**src/rtl/btn_evt_pkg.sv**
```systemverilog
// Shared types and helpers for the front-panel button event controller.
package btn_evt_pkg;

    typedef enum logic [1:0] {EVT_SHORT, EVT_LONG, EVT_LONG_REL, EVT_REPEAT} evt_kind_e;

    typedef enum logic [1:0] {BTN_IDLE, BTN_PRESSED, BTN_LONG_HELD} btn_state_e;

    typedef struct packed {
        logic      vld;
        evt_kind_e kind;
    } pend_slot_t;

    // Width of a counter whose terminal value is max_val (never narrower than 1 bit).
    function automatic int unsigned cnt_width(input int unsigned max_val);
        return (max_val > 0) ? $clog2(max_val + 1) : 1;
    endfunction

endpackage

```
**src/rtl/btn_filter.sv**
```systemverilog
// One button channel: 2-FF synchroniser followed by a stability counter that only moves
// btn_level once the synchronised input has held the same value for DEBOUNCE_CYCLES cycles.
module btn_filter
    import btn_evt_pkg::*;
#(
    parameter int unsigned DEBOUNCE_CYCLES = 10000
) (
    input  logic clock,
    input  logic reset,
    input  logic btn_raw,
    output logic btn_level
);

    localparam int unsigned CNT_W = cnt_width(DEBOUNCE_CYCLES - 1);
    localparam logic [CNT_W-1:0] CNT_TERM = CNT_W'(DEBOUNCE_CYCLES - 1);

    logic             sync_q1;
    logic             sync_q2;
    logic             cand_q;
    logic [CNT_W-1:0] cnt_q;

    always_ff @(posedge clock) begin
        if (reset) begin
            sync_q1   <= 1'b0;
            sync_q2   <= 1'b0;
            cand_q    <= 1'b0;
            cnt_q     <= '0;
            btn_level <= 1'b0;
        end else begin
            sync_q1 <= btn_raw;
            sync_q2 <= sync_q1;
            if (sync_q2 != cand_q) begin
                cand_q <= sync_q2;
                cnt_q  <= '0;
            end else if (cnt_q == CNT_TERM) begin
                // Counter parks at the terminal value, so the level simply tracks the candidate.
                btn_level <= cand_q;
            end else begin
                cnt_q <= cnt_q + 1'b1;
            end
        end
    end

endmodule

```
**src/rtl/button_event_ctrl.sv**
```systemverilog
// Button event controller: per-channel filter and short/long classifier, one pending slot
// per channel, and a round-robin arbiter feeding a registered valid/ready event port.
// Optional auto-repeat while a long press is held: define BTN_AUTOREPEAT_EN.
module button_event_ctrl
    import btn_evt_pkg::*;
#(
    parameter int unsigned NUM_BTN         = 4,
    parameter int unsigned DEBOUNCE_CYCLES = 10000,
    parameter int unsigned LONG_CYCLES     = 500000,
    parameter int unsigned REPEAT_CYCLES   = 100000,
    localparam int unsigned ID_W           = (NUM_BTN > 1) ? $clog2(NUM_BTN) : 1
) (
    input  logic               clock,
    input  logic               reset,
    input  logic [NUM_BTN-1:0] btn_raw,
    output logic [NUM_BTN-1:0] btn_level,
    output logic               evt_valid,
    input  logic               evt_ready,
    output logic [ID_W-1:0]    evt_id,
    output logic [1:0]         evt_kind,
    output logic               evt_drop
);

    localparam int unsigned HOLD_W = cnt_width(LONG_CYCLES - 1);
    localparam logic [HOLD_W-1:0] HOLD_TERM = HOLD_W'(LONG_CYCLES - 1);
`ifdef BTN_AUTOREPEAT_EN
    localparam int unsigned REP_W = cnt_width(REPEAT_CYCLES - 1);
    localparam logic [REP_W-1:0] REP_TERM = REP_W'(REPEAT_CYCLES - 1);
`endif

    if (NUM_BTN < 1 || NUM_BTN > 16 || DEBOUNCE_CYCLES == 0 || LONG_CYCLES == 0 ||
        REPEAT_CYCLES == 0) begin : g_param_check
        $error("button_event_ctrl: parameter out of range");
    end

    logic [NUM_BTN-1:0] post_vld;
    evt_kind_e          post_kind [NUM_BTN];

    for (genvar g = 0; g < NUM_BTN; g++) begin : g_chan
        btn_state_e        state_q;
        logic [HOLD_W-1:0] hold_q;
        logic              post_vld_q;
        evt_kind_e         post_kind_q;
`ifdef BTN_AUTOREPEAT_EN
        logic [REP_W-1:0]  rep_q;
`endif

        btn_filter #(
            .DEBOUNCE_CYCLES(DEBOUNCE_CYCLES)
        ) u_filter (
            .clock    (clock),
            .reset    (reset),
            .btn_raw  (btn_raw[g]),
            .btn_level(btn_level[g])
        );

        always_ff @(posedge clock) begin
            if (reset) begin
                state_q     <= BTN_IDLE;
                hold_q      <= '0;
                post_vld_q  <= 1'b0;
                post_kind_q <= EVT_SHORT;
`ifdef BTN_AUTOREPEAT_EN
                rep_q       <= '0;
`endif
            end else begin
                post_vld_q <= 1'b0;
                case (state_q)
                    BTN_IDLE: begin
                        if (btn_level[g]) begin
                            state_q <= BTN_PRESSED;
                            hold_q  <= '0;
                        end
                    end
                    BTN_PRESSED: begin
                        if (!btn_level[g]) begin
                            post_vld_q  <= 1'b1;
                            post_kind_q <= EVT_SHORT;
                            state_q     <= BTN_IDLE;
                        end else if (hold_q == HOLD_TERM) begin
                            post_vld_q  <= 1'b1;
                            post_kind_q <= EVT_LONG;
                            state_q     <= BTN_LONG_HELD;
`ifdef BTN_AUTOREPEAT_EN
                            rep_q       <= '0;
`endif
                        end else begin
                            hold_q <= hold_q + 1'b1;
                        end
                    end
                    BTN_LONG_HELD: begin
                        if (!btn_level[g]) begin
                            post_vld_q  <= 1'b1;
                            post_kind_q <= EVT_LONG_REL;
                            state_q     <= BTN_IDLE;
`ifdef BTN_AUTOREPEAT_EN
                        end else if (rep_q == REP_TERM) begin
                            post_vld_q  <= 1'b1;
                            post_kind_q <= EVT_REPEAT;
                            rep_q       <= '0;
                        end else begin
                            rep_q <= rep_q + 1'b1;
`endif
                        end
                    end
                    default: state_q <= BTN_IDLE;
                endcase
            end
        end

        assign post_vld[g]  = post_vld_q;
        assign post_kind[g] = post_kind_q;
    end

    pend_slot_t         slot_q [NUM_BTN];
    pend_slot_t         slot_d [NUM_BTN];
    logic [NUM_BTN-1:0] avail;
    evt_kind_e          avail_kind [NUM_BTN];
    logic               load;
    logic               grant_found;
    logic [ID_W-1:0]    grant_idx;
    logic [ID_W-1:0]    scan_idx;
    logic [ID_W-1:0]    rr_q;
    logic               drop_any;
    logic               evt_valid_q;
    logic [ID_W-1:0]    evt_id_q;
    evt_kind_e          evt_kind_q;
    logic               evt_drop_q;

    // A post bypasses its empty slot so it can reach the output register in the same cycle.
    always_comb begin
        for (int unsigned i = 0; i < NUM_BTN; i++) begin
            avail[i]      = slot_q[i].vld | post_vld[i];
            avail_kind[i] = slot_q[i].vld ? slot_q[i].kind : post_kind[i];
        end
    end

    assign load = !evt_valid_q || evt_ready;

    always_comb begin
        grant_found = 1'b0;
        grant_idx   = '0;
        scan_idx    = '0;
        for (int unsigned off = 0; off < NUM_BTN; off++) begin
            scan_idx = ID_W'((32'(rr_q) + off) % NUM_BTN);
            if (!grant_found && avail[scan_idx]) begin
                grant_found = 1'b1;
                grant_idx   = scan_idx;
            end
        end
    end

    always_comb begin
        drop_any = 1'b0;
        for (int unsigned i = 0; i < NUM_BTN; i++) begin
            slot_d[i] = slot_q[i];
            if (load && grant_found && grant_idx == ID_W'(i)) begin
                // Old contents leave; a simultaneous post refills the freed slot.
                slot_d[i].vld  = slot_q[i].vld && post_vld[i];
                slot_d[i].kind = post_kind[i];
            end else if (post_vld[i]) begin
                if (!slot_q[i].vld) begin
                    slot_d[i].vld  = 1'b1;
                    slot_d[i].kind = post_kind[i];
                end else if (post_kind[i] != EVT_REPEAT) begin
                    drop_any = 1'b1;
                end
            end
        end
    end

    always_ff @(posedge clock) begin
        if (reset) begin
            for (int unsigned i = 0; i < NUM_BTN; i++) begin
                slot_q[i] <= '0;
            end
            rr_q        <= '0;
            evt_valid_q <= 1'b0;
            evt_id_q    <= '0;
            evt_kind_q  <= EVT_SHORT;
            evt_drop_q  <= 1'b0;
        end else begin
            for (int unsigned i = 0; i < NUM_BTN; i++) begin
                slot_q[i] <= slot_d[i];
            end
            evt_drop_q <= drop_any;
            if (load) begin
                evt_valid_q <= grant_found;
                if (grant_found) begin
                    evt_id_q   <= grant_idx;
                    evt_kind_q <= avail_kind[grant_idx];
                    rr_q       <= ID_W'((32'(grant_idx) + 32'd1) % NUM_BTN);
                end
            end
        end
    end

    assign evt_valid = evt_valid_q;
    assign evt_id    = evt_id_q;
    assign evt_kind  = evt_kind_q;
    assign evt_drop  = evt_drop_q;

endmodule

```
**config.mk**
```make
export PLATFORM = sky130hd
export DESIGN_NAME = button_event_ctrl
export DESIGN_NICKNAME = d
export VERILOG_FILES = /design/src/rtl/btn_evt_pkg.sv /design/src/rtl/btn_filter.sv /design/src/rtl/button_event_ctrl.sv
export SDC_FILE = /design/constraint.sdc
export NUM_CORES = 1
export LEC_CHECK = 0
export CAP_MARGIN = 40
export CORE_ASPECT_RATIO = 2
export CORE_UTILIZATION = 40
export CTS_BUF_LIST = sky130_fd_sc_hd__clkbuf_4
export CTS_CLUSTER_DIAMETER = 80
export DETAILED_ROUTE_END_ITERATION = 10
export DONT_BUFFER_PORTS = 1
export GPL_TIMING_DRIVEN = 0
export PLACE_DENSITY = 0.61
export SYNTH_ARGS = -nofsm -noshare
export SYNTH_HDL_FRONTEND = slang
export SYNTH_SLANG_ARGS = --single-unit
```
**constraint.sdc**
```tcl
create_clock -name clock -period 4.18 [get_ports clock]
set_input_delay 0.418 -clock clock [delete_from_list [all_inputs] [get_ports clock]]
set_output_delay 0.418 -clock clock [all_outputs]
set_load 0.03 [all_outputs]
```
==> results of run 1 <==
[path summary, 6_finish.rpt]
kind,from,end,slack [ps],cells after the start
worst min register to register,g_chan[1].u_filter.sync_q1,g_chan[1].u_filter.sync_q2,460,1
worst max-delay path,slot_q[1][2],evt_drop,1620,9
worst max register to register,slot_q[1][2],evt_drop,1620,9
worst min-delay path,evt_ready,evt_valid,100,3
[per-layer routing]
layer  global-route usage [%]  part of all wire [%]
met2                     37.6                    56
met4                     9.24                   2.5
met1                     18.8                    38
met3                     4.09                   2.9
met5                        0                     0
[placed cells by master, fill, tap and decap left out, types with 6 or more instances in the layout]
cell type    n
xnor2_1     29
clkbuf_4    18
o21ai_0     33
a211oi_1    12
a21oi_1     73
o31ai_1     20
nor2_1     118
xor2_1      41
ha_1        24
and4_1       8
and2_1      10
nor4b_1      6
nor4_1       6
nand2_1     93
or4_1       25
nand2b_1     6
mux2i_1     29
nand3_1     54
nand4_1     35
inv_1       42
nor3_1      12
clkbuf_1    32
a31oi_1      9
dfxtp_1    188
or3_1       28
nor2b_1     11
o21ai_1     12
and3_1      25
o211ai_1     7
a21o_1       6
[flip-flops by register name, summed over array words and instances, names as in the netlist]
name / cells
evt_drop: 1
evt_id: 2
evt_kind: 2
evt_valid: 1
g_chan.hold_q: 76
g_chan.post_kind_q: 8
g_chan.post_vld_q: 4
g_chan.state_q: 8
g_chan.u_filter.btn_level: 4
g_chan.u_filter.cand_q: 4
g_chan.u_filter.cnt_q: 56
g_chan.u_filter.sync_q1: 4
g_chan.u_filter.sync_q2: 4
rr_q: 2
slot_q: 12
[through the flow]
| step | setup WS, ps | instances | utilization, % | area [µm²] |
|---|---|---|---|---|
| after floorplan | 1960 | 1092 | - | 9320 |
| after global placement | 1550 | 1372 | 42.5 | 9670 |
| after detailed placement | 1530 | 1373 | 42.5 | 9670 |
| after CTS | 1610 | 1408 | 43.9 | 9990 |
| after global routing | 1370 | 1410 | 43.9 | 9990 |
| final | 1620 | 1410 | 43.9 | 9990 |
[cells by family after synthesis]
| family | Yosys count | synth area share (%) |
|---|---|---|
| XOR/XNOR | 70 | 6.58 |
| AO/OA/AOI/OAI | 221 | 15.5 |
| AND/OR/NAND/NOR | 467 | 26.6 |
| flip-flops | 188 | 40.4 |
| multiplexers | 31 | 3.36 |
| buffers and inverters | 87 | 3.96 |
| adder cells (fa/ha/maj) | 28 | 3.65 |
[layout make-up]
cell class	instances	area, µm²
clock buffer	18	135
fill	2314	12700
antenna	2	5.00
timing repair buffer	5	45.0
tap	280	350
multi-input combinational	817	5180
sequential	188	3760
inverter	43	161
buffer	44	208
clock inverter	13	141
[what timing repair did]
action / 4_1_cts / 5_1_grt
hold buffers: 4 / 0
buffers inserted: 0 / 0
hold endpoints to repair: 4 / 0
[power by group through the flow]
| stage | sequential (mW) | clock (mW) | combinational [mW] |
|---|---|---|---|
| after global placement | 1.86 | 0 | 0.108 |
| after global routing | 1.83 | 1.14 | 0.126 |
| after CTS | 1.83 | 1.07 | 0.114 |
| final | 1.82 | 1.02 | 0.111 |
| after floorplan | 1.86 | 0 | 0.0766 |
| after detailed placement | 1.86 | 0 | 0.110 |
[critical path, stage by stage (launching register included)]
cell and delay, ps:
dfxtp_1 350, clkbuf_1 210, nor2_1 220, a211oi_1 120
nor3_1 520, inv_1 140, ha_1 260, a221oi_1 400
nor4_1 130, a21oi_1 150
==> impl_metrics.json, run 1 <==
{
  "powerDensity_nw_per_um2": 296,
  "place_congestion": 0.888,
  "synth.most_common_cell": "dfxtp_1",
  "grt_max_degree": 17,
  "grt-ovfl-total": 0,
  "yosys-top-cells-area": "dfxtp_1, nor2_1, a21oi_1, xor2_1, nand2_1",
  "synthCells": 1092,
  "dieHeight_um": 218,
  "syn_avg_cell_area_um2": 8.53,
  "grt_pass1_wl_mm": 36.5,
  "synth_area_um2": 9320,
  "vias": 7899,
  "ir_drop_mv": 0.195,
  "setup_viol": 0,
  "max-slew-margin-rel_pct": 49.6,
  "synthTopCellsByCount": "dfxtp_1, nor2_1, nand2_1, a21oi_1, nand3_1",
  "p_sw_mw": 0.751,
  "setup_tns_ps": 0,
  "antenna_found_initial": 2,
  "drtIter0Drc": 287,
  "via_per_inst": 5.60,
  "wirelength_mm": 21.7,
  "switching_share_pct": 25.4,
  "hpwlAfterDp_mm": 16.4,
  "clk_pin_slew_ps": 160,
  "cp.required_ps": 4730,
  "min_path_type": "in2reg",
  "internal-power_mw": 2.21,
  "hold_viol": 0,
  "p_total_mw": 2.96,
  "first_pass_iters": 4,
  "startpoint_type": "flip-flop",
  "grt_pass1_vias": 7859,
  "syn_to_final_growth_pct": 7.27,
  "start_util_pct": 41.0,
  "crit_arrival_ps": 3110,
  "synthArstFlopShare_pct": 0,
  "post-route-period-util_pct": 61.3,
  "synth_ff_type": "dfxtp_1",
  "yosysSeqAreaShare_pct": 40.4,
  "fp.dieW_um": 110,
  "ys_ff_latch": 188,
  "clock-sinks": 188,
  "clock_path_buffers": 2,
  "synth_edf_count": 0,
  "cts_resized": 0,
  "synth_warnings": 0,
  "root_buffer": "clkbuf_4",
  "rsz0062_at_grt": "false",
  "io_pins": 17,
  "pwr-share-seq_pct": 61.7,
  "clockPowerShare_pct": 34.6,
  "layout-drive-gt1-share_pct": 5.76,
  "syn-num-nets": 1123,
  "critPathMaxFanout": 10,
  "clk-insertion-delay-late_ps": 620,
  "grtUsageTotal_pct": 19.5,
  "period_needed_ps": 2560,
  "h-tree-depth": 4,
  "synth_top_area_share_pct": 40.4,
  "synth_cell_types": 75,
  "die_area_um2": 23900,
  "tightest_slew_ps": 750,
  "fin_worst_skew_ps": 15.2,
  "rows": 78,
  "share_comb_of_total_power_pct": 3.8,
  "nets": 1147,
  "max_freq_mhz": 390,
  "post_drt_wl_per_cell_um": 15.4,
  "io_buffer_count": 0,
  "report.final.slew_viol_count": 0,
  "cts_tree": "done",
  "p_leak_nw": 3.35,
  "endpoint_kind": "flip-flop",
  "drc": 0,
  "hold_ws_ps": 105,
  "status": "finished, final reports clean",
  "drt.antenna.violating_nets": 0,
  "numCtsBuffers": 17,
  "maxCapViolations": 0,
  "worstSetupPathType": "reg2reg",
  "core-area_um2": 22700,
  "synth_top_area_cell": "dfxtp_1"
}
Power figures use the tool's default switching activity.
==> inputs of run 2 (changes only) <==
==> constraint.sdc (replaced) <==
create_clock -name clock -period 2.5 [get_ports clock]
set_input_delay 0.25 -clock clock [delete_from_list [all_inputs] [get_ports clock]]
set_output_delay 0.25 -clock clock [all_outputs]
set_load 0.03 [all_outputs]
==> impl_metrics.json, run 2 (synthesis results as in run 1) <==
{
  "fin_worst_skew_ps": 15.9,
  "min_path_type": "in2reg",
  "grt_pass1_vias": 7863,
  "h-tree-depth": 4,
  "final_cell_area_um2": 10100,
  "hold_viol": 0,
  "max_freq_mhz": 415,
  "setup_viol": 0,
  "post_drt_wl_per_cell_um": 15.4,
  "numCtsBuffers": 17,
  "wirelength_mm": 21.8,
  "internal-power_mw": 3.70,
  "r2r_cells": 9,
  "post-route-period-util_pct": 96.4,
  "core-area_um2": 22700,
  "rows": 78,
  "status": "finished, final reports clean",
  "final_cell_mix": "dfxtp_1, nor2_1, nand2_1",
  "drtIter0Drc": 285,
  "clockPowerShare_pct": 34.6,
  "p_sw_mw": 1.26,
  "drc": 0,
  "grt-ovfl-total": 0,
  "endpoint_kind": "flip-flop",
  "startpoint_type": "flip-flop",
  "antenna_found_initial": 2,
  "pre_cts_ws_ps": -28.9,
  "die_area_um2": 23900,
  "worstSetupStartpoint": "slot_q[3][2]",
  "mostFrequentLayoutCell": "dfxtp_1",
  "place_congestion": 0.888,
  "clk_pin_slew_ps": 160,
  "top_register": "g_chan.hold_q",
  "switching_share_pct": 25.4,
  "rrSetupSlack_ps": 90,
  "maxCapViolations": 0,
  "rsz0062_at_grt": "true",
  "largest_reg_flops": 76,
  "io_buffer_count": 0,
  "start_util_pct": 41.0,
  "crit_arrival_ps": 2930,
  "period_needed_ps": 2410,
  "tightest_slew_ps": 784,
  "hold_start": "btn_raw[1]",
  "grt_max_degree": 17,
  "r2r-start": "slot_q[3][2]",
  "clk-insertion-delay-late_ps": 620,
  "drt.antenna.violating_nets": 0,
  "report.final.slew_viol_count": 0,
  "vias": 7908,
  "grt_pass1_wl_mm": 36.5,
  "max-slew-margin-rel_pct": 47.7,
  "endpoint": "slot_q[0][2]",
  "cp.required_ps": 3020,
  "dieHeight_um": 218,
  "setup_ws_ps": 90.2,
  "worstSetupPathType": "reg2reg",
  "syn_to_final_growth_pct": 8.21,
  "ir_drop_mv": 0.328,
  "powerDensity_nw_per_um2": 491,
  "p_leak_nw": 3.39,
  "share_comb_of_total_power_pct": 3.8,
  "placed_area_um2": 9670,
  "layout-drive-gt1-share_pct": 6.80,
  "via_per_inst": 5.59,
  "rr_endpoint": "slot_q[0][2]",
  "pwr-share-seq_pct": 61.6,
  "clock_path_buffers": 2,
  "fin_util_pct": 44.3,
  "root_buffer": "clkbuf_4",
  "hpwlAfterDp_mm": 16.4,
  "clock-sinks": 188,
  "io_pins": 17,
  "critPathMaxFanout": 8,
  "first_pass_iters": 4,
  "fp.dieW_um": 110,
  "top_regs": "g_chan.hold_q (76), g_chan.u_filter.cnt_q (56), slot_q (12)",
  "grtUsageTotal_pct": 19.5,
  "cts_tree": "done",
  "nets": 1152
}
## run 2: how the worst min path moves through the flow
stage / cells after the start / endpoint
6_report: 2 / g_chan[1].u_filter.sync_q1
5_1_grt: 2 / g_chan[1].u_filter.sync_q1
4_1_cts: 2 / g_chan[1].u_filter.sync_q1
3_5_place_dp: 1 / g_chan[1].u_filter.sync_q1
3_3_place_gp: 1 / g_chan[2].u_filter.sync_q1
2_1_floorplan: 1 / g_chan[0].u_filter.sync_q1
## run 2: cell type report
| class | instances | area (µm²) |
|---|---|---|
| Buffer | 43 | 208 |
| Clock buffer | 18 | 135 |
| Antenna cell | 2 | 5.00 |
| Multi-Input combinational cell | 817 | 5220 |
| Sequential cell | 188 | 3760 |
| Fill cell | 2313 | 12700 |
| Inverter | 43 | 161 |
| Clock inverter | 13 | 141 |
| Tap cell | 280 | 350 |
| Timing Repair Buffer | 11 | 92.6 |
## run 2: timing repair
action	in CTS	in global routing
resized for setup	3	9
setup buffers	0	5
hold endpoints to repair	5	0
pin swaps	0	2
setup endpoints to repair	2	40
hold buffers	5	0
## run 2: power groups by stage
| stage | clock network [mW] | logic, mW | registers (mW) |
|---|---|---|---|
| finish | 1.71 | 0.190 | 3.05 |
| global route | 1.91 | 0.215 | 3.06 |
| CTS | 1.79 | 0.192 | 3.05 |
| detailed placement | 0 | 0.184 | 3.12 |
| global placement | 0 | 0.181 | 3.12 |
| floorplan | 0 | 0.128 | 3.11 |
## run 2: per-stage QoR
step / total power, mW / hold WS (ps) / setup TNS, ps / instances
2_1_floorplan: 3.24 / 378 / 0 / 1092
3_3_place_gp: 3.30 / 382 / -9.02 / 1372
3_5_place_dp: 3.30 / 384 / -28.9 / 1373
4_1_cts: 5.03 / 217 / 0 / 1409
5_1_grt: 5.18 / 225 / -16.3 / 1415
6_report: 4.95 / 276 / 0 / 1415
## run 2: worst max-delay path: stages, from the launching register on
cell and delay (ps):
dfxtp_1 320, buf_2 180, or4_1 570, o2111ai_1 220, nand2_2 140, inv_1 100
ha_1 210, nand2_1 70, maj3_1 350, and2_1 150
## run 2: metal layers
metal | up-vias | wire (µm) | track usage, %
li1 | 4003 | - | -
met1 | 3773 | 8340 | 18.8
met2 | 91 | 12200 | 37.6
met3 | 41 | 680 | 4.09
met4 | 0 | 548 | 9.24
met5 | - | 0 | 0
